==> src/rtl/ibex_vrf_wb_arbiter.sv <==
// ============================================================================
//  Module      : ibex_vrf_wb_arbiter
//  Description : Arbitrates ALU, vector-load and vtype-update requests onto a
//                single vector register-file write port. LSU has priority,
//                the ALU is promoted after STARVE_LIMIT lost cycles, and
//                config updates drain the write path before being applied.
//  Revision    : 1.0 - initial release
// ============================================================================
`default_nettype none

module ibex_vrf_wb_arbiter #(
    parameter int unsigned STARVE_LIMIT = 3
) (
    input  logic         clk_i,
    input  logic         rst_i,

    input  logic         alu_valid_i,
    output logic         alu_ready_o,
    input  logic [4:0]   alu_waddr_i,
    input  logic [127:0] alu_wdata_i,
    input  logic [3:0]   alu_wnum_i,

    input  logic         lsu_valid_i,
    output logic         lsu_ready_o,
    input  logic [4:0]   lsu_waddr_i,
    input  logic [127:0] lsu_wdata_i,

    input  logic         cfg_valid_i,
    output logic         cfg_ready_o,
    input  logic [2:0]   cfg_vsew_i,
    input  logic [2:0]   cfg_vlmul_i,

    output logic [2:0]   vsew_o,
    output logic [2:0]   vlmul_o,

    output logic         v_we_o,
    output logic [4:0]   v_waddr_o,
    output logic [127:0] v_wdata_o,
    output logic [3:0]   v_wnum_o,
    output logic         v_load_en_o,

    output logic [31:0]  busy_o,
    output logic         err_o
);

    localparam logic [2:0] c_VSEW_RST  = 3'b010;
    localparam logic [2:0] c_VLMUL_RST = 3'b000;

    logic [1:0]   r_alu_wait;
    logic         r_we;
    logic [4:0]   r_waddr;
    logic [127:0] r_wdata;
    logic [3:0]   r_wnum;
    logic         r_load;
    logic         r_err;
    logic [2:0]   r_vsew;
    logic [2:0]   r_vlmul;

    logic         w_starved;
    logic         w_open;
    logic         w_alu_grant;
    logic         w_lsu_grant;
    logic         w_cfg_xfer;
    logic         w_wnum_ok;
    logic         w_cfg_ok;
    logic         w_wide;
    logic [4:0]   w_grp_addr;

    assign w_starved = ({30'd0, r_alu_wait} >= STARVE_LIMIT);
    // Write requesters are held off during reset and while a config update drains.
    assign w_open      = !rst_i && !cfg_valid_i;
    assign w_alu_grant = w_open && alu_valid_i && (!lsu_valid_i || w_starved);
    assign w_lsu_grant = w_open && lsu_valid_i && !(alu_valid_i && w_starved);

    assign alu_ready_o = w_alu_grant;
    assign lsu_ready_o = w_lsu_grant;
    assign cfg_ready_o = !rst_i && cfg_valid_i && !v_we_o;
    assign w_cfg_xfer  = cfg_ready_o;

    assign w_wnum_ok = (alu_wnum_i == 4'b0001) || (alu_wnum_i == 4'b0011) ||
                       (alu_wnum_i == 4'b0111) || (alu_wnum_i == 4'b1111);
    assign w_cfg_ok  = (cfg_vsew_i <= 3'd2) && (cfg_vlmul_i <= 3'd2);

    // Registered state is masked while reset is high so a write captured just
    // before reset never reaches the register file.
    assign v_we_o      = r_we && !rst_i;
    assign v_waddr_o   = rst_i ? 5'd0   : r_waddr;
    assign v_wdata_o   = rst_i ? 128'd0 : r_wdata;
    assign v_wnum_o    = rst_i ? 4'd0   : r_wnum;
    assign v_load_en_o = r_load && !rst_i;
    assign err_o       = r_err && !rst_i;
    assign vsew_o      = rst_i ? c_VSEW_RST  : r_vsew;
    assign vlmul_o     = rst_i ? c_VLMUL_RST : r_vlmul;

    // ALU starvation counter: saturates while losing, clears when served.
    always_ff @(posedge clk_i) begin
        if (rst_i) begin
            r_alu_wait <= 2'd0;
        end else if (w_alu_grant) begin
            r_alu_wait <= 2'd0;
        end else if (alu_valid_i && (r_alu_wait != 2'd3)) begin
            r_alu_wait <= r_alu_wait + 2'd1;
        end
    end

    // Capture the granted write (or nothing) and raise error pulses.
    always_ff @(posedge clk_i) begin
        if (rst_i) begin
            r_we    <= 1'b0;
            r_waddr <= 5'd0;
            r_wdata <= 128'd0;
            r_wnum  <= 4'd0;
            r_load  <= 1'b0;
            r_err   <= 1'b0;
        end else begin
            r_we    <= 1'b0;
            r_waddr <= 5'd0;
            r_wdata <= 128'd0;
            r_wnum  <= 4'd0;
            r_load  <= 1'b0;
            r_err   <= (w_alu_grant && !w_wnum_ok) || (w_cfg_xfer && !w_cfg_ok);
            if (w_lsu_grant) begin
                r_we    <= 1'b1;
                r_waddr <= lsu_waddr_i;
                r_wdata <= lsu_wdata_i;
                r_wnum  <= 4'b1111;
                r_load  <= 1'b1;
            end else if (w_alu_grant && w_wnum_ok) begin
                r_we    <= 1'b1;
                r_waddr <= alu_waddr_i;
                r_wdata <= alu_wdata_i;
                r_wnum  <= alu_wnum_i;
            end
        end
    end

    // vtype register; illegal encodings are rejected and leave it untouched.
    always_ff @(posedge clk_i) begin
        if (rst_i) begin
            r_vsew  <= c_VSEW_RST;
            r_vlmul <= c_VLMUL_RST;
        end else if (w_cfg_xfer && w_cfg_ok) begin
            r_vsew  <= cfg_vsew_i;
            r_vlmul <= cfg_vlmul_i;
        end
    end

    // Wide-element ALU writes also reach the neighbouring registers waddr|1..3.
    assign w_wide = !r_load &&
                    (((r_vsew == 3'b001) && ((r_wnum == 4'b0111) || (r_wnum == 4'b1111))) ||
                     (r_vsew == 3'b010));

    // Busy mask: union of the LMUL-aligned groups touched by the current write.
    always_comb begin
        busy_o     = 32'd0;
        w_grp_addr = 5'd0;
        if (v_we_o) begin
            for (int k = 0; k < 4; k++) begin
                if ((k == 0) || w_wide) begin
                    w_grp_addr = r_waddr | 5'(k);
                    case (r_vlmul)
                        3'b001: begin
                            for (int j = 0; j < 2; j++) begin
                                busy_o[{w_grp_addr[4:1], 1'(j)}] = 1'b1;
                            end
                        end
                        3'b010: begin
                            for (int j = 0; j < 4; j++) begin
                                busy_o[{w_grp_addr[4:2], 2'(j)}] = 1'b1;
                            end
                        end
                        default: busy_o[w_grp_addr] = 1'b1;
                    endcase
                end
            end
        end
    end

endmodule

`default_nettype wire
==> config.mk <==
export PLATFORM = sky130hd
export DESIGN_NAME = ibex_vrf_wb_arbiter
export DESIGN_NICKNAME = d
export VERILOG_FILES = /design/src/rtl/ibex_vrf_wb_arbiter.sv
export SDC_FILE = /design/constraint.sdc
export NUM_CORES = 1
export LEC_CHECK = 0
export ABC_CLOCK_PERIOD_IN_PS = 1860
export CAP_MARGIN = 10
export CELL_PAD_IN_SITES_DETAIL_PLACEMENT = 1
export CELL_PAD_IN_SITES_GLOBAL_PLACEMENT = 1
export CORE_AREA = 2 2 181 183
export DETAILED_ROUTE_END_ITERATION = 10
export DIE_AREA = 0 0 183 185
export DONT_BUFFER_PORTS = 1
export PLACE_DENSITY_LB_ADDON = 0.1
export SYNTH_ARGS = -nofsm -noshare
export SYNTH_HDL_FRONTEND = slang
export SYNTH_SLANG_ARGS = --single-unit
==> constraint.sdc <==
create_clock -name clk_i -period 1.86 [get_ports clk_i]
set_input_delay 0.372 -clock clk_i [delete_from_list [all_inputs] [get_ports clk_i]]
set_output_delay 0.372 -clock clk_i [all_outputs]
set_load 0.01 [all_outputs]
==> reports/qor.yml, run 1 <==
htreeDepth: 4
area_growth_syn_to_layout_pct: 30.24
status: "complete, but fails checks"
mostFrequentLayoutCells: "nor2b_1 (147), dfxtp_1 (137), a22o_1 (134)"
layout_min_cycle_time_ns: 2.227
syn_area_um2: 6062
critPathSlowestCell: "dfxtp_2"
wl_per_cell_um: 24.07
nNetsFinal: 886
clockBufferDepth: 2
ys_ff_latch: 148
violations: "setup timing"
rsz0062_at_grt: "true"
final_common_cell: "nor2b_1"
finalClockSkew_ns: 0.009689
die-area_um2: 33860
crit_fanout: 6
startpoint_type: "register"
critPathMaxStageDelay_ns: 0.36
cp.arrival_ns: 1.85
crit_path_cell_trace: "nor4b_4 > a21oi_4 > buf_6 > a311oi_2 > buf_4"
dpl.hpwl_um: 17230
hold_violations: 0
whs_ns: 0.06346
worstReg2RegStart: "r_alu_wait[1]"
clock_sinks: 148
setup_slack_ns: -0.3669
ir_worst_vdd_mv: 0.5198
synth_simple_gate_area_share_pct: 19.15
ff_latch_area_um2: 2979
max_slew_margin_pct: 65.22
insertion_delay_ns: 0.42
dr_total_vias: 4764
rows: 66
fmax_mhz: 449.1
routed_wl_um: 24670
crit_start: "r_load"
yosysWarningCount: 0
die_width_um: 183
tightest_slew_ns: 0.5085
grt_overflow_total: 0
pre_cts_slack_ns: -0.1042
ys.flop_type: "dfxtp_1"
min_from: "cfg_valid_i"
synth_edf_count: 0
synth_top_family_by_area: "compound AO/OA/AOI/OAI gates"
multi_input_area_um2: 3104
nFillCells: 3593
maxSlewViolCount: 0
initial_core_util_pct: 18.92
antenna_found_initial: 0
setup_viol: 32
io_pins: 462
root_buffer: "clkbuf_16"
drt_iter0_markers: 176
synth_seq_area_share_pct: 48.88
synth-async-reset-ratio_pct: 0
synth_xor_area_share_pct: 0.2890
critical_path_class: "register to primary output"
grt_max_degree: 155
grt_usage_pct: 13.50
drive_above_1_share_pct: 25.77
die_h_um: 185
first_global_vias: 5146
portBuffers: 0
grt_pass1_wl_um: 33240
core_um2: 32040
leakage_nw: 2.981
finalCritPeriodShare_pct: 119.7
synth-compound-area-share_pct: 24.64
synth.avg_cell_area_um2: 10.54
ant_nets: 0
gp_congestion: 0.7608
synth_fa_ha_area_share_pct: 0.2064
route.detailed.drc: 0
via_per_inst: 4.648
cts_tree: "done"
crit_path_end_kind: "primary output"
cp.required_ns: 1.49
syn-num-nets: 857
path_clk_slew_ns: 0.06
numCtsBuffers: 17
power_per_cell_area_nw_per_um2: 962.8
first_pass_iters: 4
ys_types: 39
hold_class: "input pin to register"
synth.area.mux_share_pct: 0.9082
synth_cells: 575
antenna_cells: 0
drv_cap: 0
## logic make-up (layout without fill, tap and decap cells)
| family | after synthesis | in the layout |
|---|---|---|
| DFF | 148 | 148 |
| buffers and inverters | 54 | 96 |
| and+or+nand+nor | 188 | 188 |
| adders and majority gates | 1 | 1 |
| AOI/OAI and AO/OA | 177 | 177 |
| xor gates and xnor gates | 2 | 2 |
| muxes | 5 | 5 |
## worst paths after layout
| kind | endpoint | slack [ns] | cells past startpoint |
|---|---|---|---|
| worst max-delay path | busy_o[2] | -0.37 | 5 |
| worst min-delay path | r_load | 0.06 | 1 |
| worst max register to register | r_waddr[2] | 0.06 | 6 |
| worst min register to register | r_alu_wait[0] | 0.56 | 2 |
## worst max-delay path: cells and delay by family (launching register included)
family,cells,cell delay (ns)
flops,1,0.36
simple gates,1,0.34
compound gates,2,0.39
buf+inv,2,0.35
## synthesized netlist by cell type (5+ instances only)
library cell    n  share of area [%]
a211oi_1        8               0.99
a21oi_1         9               0.74
a22o_1        134                 19
a311oi_1        8                1.2
a31oi_1         8               0.83
buf_2           5               0.41
buf_4          16                2.0
buf_6          12                2.2
clkbuf_1       18                1.1
dfxtp_1       148                 49
nand2_1         8               0.50
nor2_1          5               0.31
nor2b_1       148                 15
## where the power goes
group          switching (W)  total [W]  internal (W)
registers          0.0000379    0.00331       0.00328
clock network        0.00150    0.00378       0.00228
logic               0.000268   0.000508      0.000240
## through the flow
stage	std cells	instance area (um^2)	power, W	utilization (%)	setup TNS (ns)
2_1_floorplan	575	6062	0.003712	-	0
3_3_place_gp	968	6558	0.003750	20.47	-0.08556
3_5_place_dp	968	6558	0.003758	20.47	-1.101
4_1_cts	1016	7706	0.007742	24.05	-9.207
5_1_grt	1025	7895	0.007946	24.64	-10.43
6_report	1025	7895	0.007601	24.64	-7.552
## cell type report
cell class / count / area share [%]
Clock inverter: 13 / 2.472
Tap cell: 408 / 6.466
Timing Repair Buffer: 62 / 8.431
Sequential cell: 148 / 37.73
Clock buffer: 19 / 5.483
Multi-Input combinational cell: 373 / 39.32
Inverter: 2 / 0.09509
## flip-flops by register name, summed over array words and instances (netlist names)
signal,count
r_alu_wait,2
r_err,1
r_load,1
r_vlmul,3
r_vsew,3
r_waddr,5
r_wdata,128
r_we,1
r_wnum,4
## routing by layer
metal / wire length (um) / GRT usage (%)
met5: 0 / 0
met4: 364 / 4.704
met3: 1893 / 4.424
met2: 13510 / 25.98
met1: 8899 / 13.56
## repair_timing
| action | in CTS | in global routing |
|---|---|---|
| pin swaps | 25 | 10 |
| buffers inserted | 10 | 7 |
| cloned | 6 | 2 |
| hold buffers | 0 | 0 |
| endpoints found under the setup margin | 34 | 158 |
| gates resized for setup | 69 | 24 |
| endpoints found under the hold margin | 0 | 0 |
Power figures use the tool's default switching activity.
==> run 2, diff against run 1 <==
CELL_PAD_IN_SITES_DETAIL_PLACEMENT = not set   (was 1)
CELL_PAD_IN_SITES_GLOBAL_PLACEMENT = not set   (was 1)
CORE_AREA = 2 2 177 179   (was 2 2 181 183)
CTS_BUF_LIST = sky130_fd_sc_hd__clkbuf_16   (was not set)
DIE_AREA = 0 0 179 181   (was 0 0 183 185)
PLACE_DENSITY_LB_ADDON = not set   (was 0.1)
==> reports/qor.yml, run 2 (synthesized netlist as in run 1, its figures left out) <==
via_per_inst: 4.744
routed_wl_um: 22470
clkPwrFrac_pct: 48.2
maxSlewViolCount: 0
grt_usage_pct: 12.49
ir_worst_vdd_mv: 0.6114
largest_reg_flops: 128
grt_pass1_wl_um: 28570
cts_tree: "done"
die_h_um: 181
design_area_um2: 7873
crit_path_end_kind: "primary output"
nNetsFinal: 870
io_pins: 462
tightest_slew_ns: 0.6269
violations: "setup timing"
antenna_found_initial: 3
leakage_nw: 2.915
gp_congestion: 0.8145
dr_total_vias: 4739
die_width_um: 179
initial_core_util_pct: 19.97
crit_path_cell_trace: "nor2b_1 > nand2_2 > a311oi_2 > buf_4"
path_clk_slew_ns: 0.07
top_register: "r_wdata"
power_per_cell_area_nw_per_um2: 936.0
clock_sinks: 148
crit_start: "r_waddr[3]"
htreeDepth: 4
grt_max_degree: 154
hold_violations: 0
power_w: 0.007369
p_int_w: 0.005637
cp.arrival_ns: 1.81
first_global_vias: 4504
min_from: "alu_wnum_i[1]"
max_slew_margin_pct: 57.13
die-area_um2: 32400
dpl.hpwl_um: 15270
rsz0062_at_grt: "true"
area_growth_syn_to_layout_pct: 29.87
setup_slack_ns: -0.3191
mostFrequentLayoutCells: "nor2b_1 (146), dfxtp_1 (136), a22o_1 (134)"
layout_min_cycle_time_ns: 2.179
ant_nets: 0
portBuffers: 0
whs_ns: 0.05292
numCtsBuffers: 17
crit_fanout: 6
clockBufferDepth: 2
seq_power_share_pct: 45.0
critPathSlowestCell: "dfxtp_2"
critical_path_class: "register to primary output"
route.detailed.drc: 0
comb_power_share_pct: 6.8
p_sw_w: 0.001732
finalClockSkew_ns: 0.01286
rows: 64
cp.required_ns: 1.49
place_area_um2: 6482
setup_viol: 33
root_buffer: "clkbuf_16"
critPathMaxStageDelay_ns: 0.43
top_regs: "r_wdata (128), r_waddr (5), r_wnum (4)"
wl_per_cell_um: 22.49
p_sw_share_pct: 23.51
hold_class: "input pin to register"
pre_cts_slack_ns: -0.1066
nFillCells: 3148
finalCritPeriodShare_pct: 117.2
drt_iter0_markers: 271
core_um2: 30350
insertion_delay_ns: 0.43
first_pass_iters: 4
final_common_cell: "nor2b_1"
fmax_mhz: 458.9
drv_cap: 0
startpoint_type: "register"
status: "complete, but fails checks"
drive_above_1_share_pct: 25.29
grt_overflow_total: 0
fin_util_pct: 25.94
worstReg2RegStart: "r_alu_wait[0]"
run 2: cell types whose count changed in the layout (fill, tap and decap cells not counted), moves of 2 or more:
cell / before / now
nand3_4: 0 / 2
a31oi_2: 2 / 0
clkinvlp_4: 3 / 0
clkinv_2: 0 / 2
clkbuf_1: 2 / 0
a31oi_4: 0 / 2
buf_4: 44 / 20
buf_6: 6 / 13
clkinv_4: 0 / 3
a211oi_4: 1 / 3
diode_2: 0 / 2
a211oi_2: 7 / 5
nand2_2: 1 / 6
nand2_1: 7 / 2
run 2: path summary, 6_finish.rpt:
| check | endpoint | slack [ns] | cells past startpoint |
|---|---|---|---|
| min | r_wnum[1] | 0.05 | 1 |
| max reg2reg | r_wdata[127] | 0.11 | 7 |
| max | busy_o[14] | -0.32 | 4 |
| min reg2reg | r_alu_wait[1] | 0.57 | 2 |
run 2: what timing repair did:
action	in CTS	in global routing
hold endpoints to repair	2	0
resized for setup	66	51
hold buffers	1	0
endpoints found under the setup margin	34	133
setup buffers	6	4
gates cloned	6	2
pin swaps	60	20
run 2: metal layers:
metal  wire length, um  vias up  GRT usage (%)
met1              8666     2288          13.16
met5                 0        -              0
met4               803        0          5.984
met2             10980      324          21.57
li1                  -     2093              -
met3              2025       34          4.903
run 2: power groups by stage:
| stage | Combinational (W) | Clock [W] | Sequential (W) |
|---|---|---|---|
| final | 0.000505 | 0.00355 | 0.00332 |
| after global routing | 0.000537 | 0.00382 | 0.00332 |
| after CTS | 0.000463 | 0.00368 | 0.00331 |
| after detailed placement | 0.000361 | 0 | 0.00338 |
| after global placement | 0.000357 | 0 | 0.00337 |
| after floorplan | 0.000347 | 0 | 0.00336 |
run 2: worst max-delay path, delay by kind of cell (launching register included):
kind	cells	cell delay [ns]
AOI/OAI and AO/OA	1	0.28
buffers and inverters	1	0.16
DFF	1	0.43
and+or+nand+nor	2	0.50
run 2: cell type report:
cell class                 count  area [um^2]  area share (%)
clock buffer                  17        425.4           5.404
multi-input combinational    373         3169           40.26
clock inverter                15        177.7           2.257
inverter                       2        7.507         0.09536
antenna                        2        5.005         0.06357
sequential                   148         2983           37.89
timing repair buffer          46        609.3           7.740
tap                          396        495.5           6.294
run 2: per-stage QoR:
stage / TNS [ns] / std cells
finish: -6.468 / 999
CTS: -12.67 / 993
detailed placement: -0.4013 / 948
global route: -9.038 / 999
floorplan: 0 / 575
global placement: -0.3299 / 948
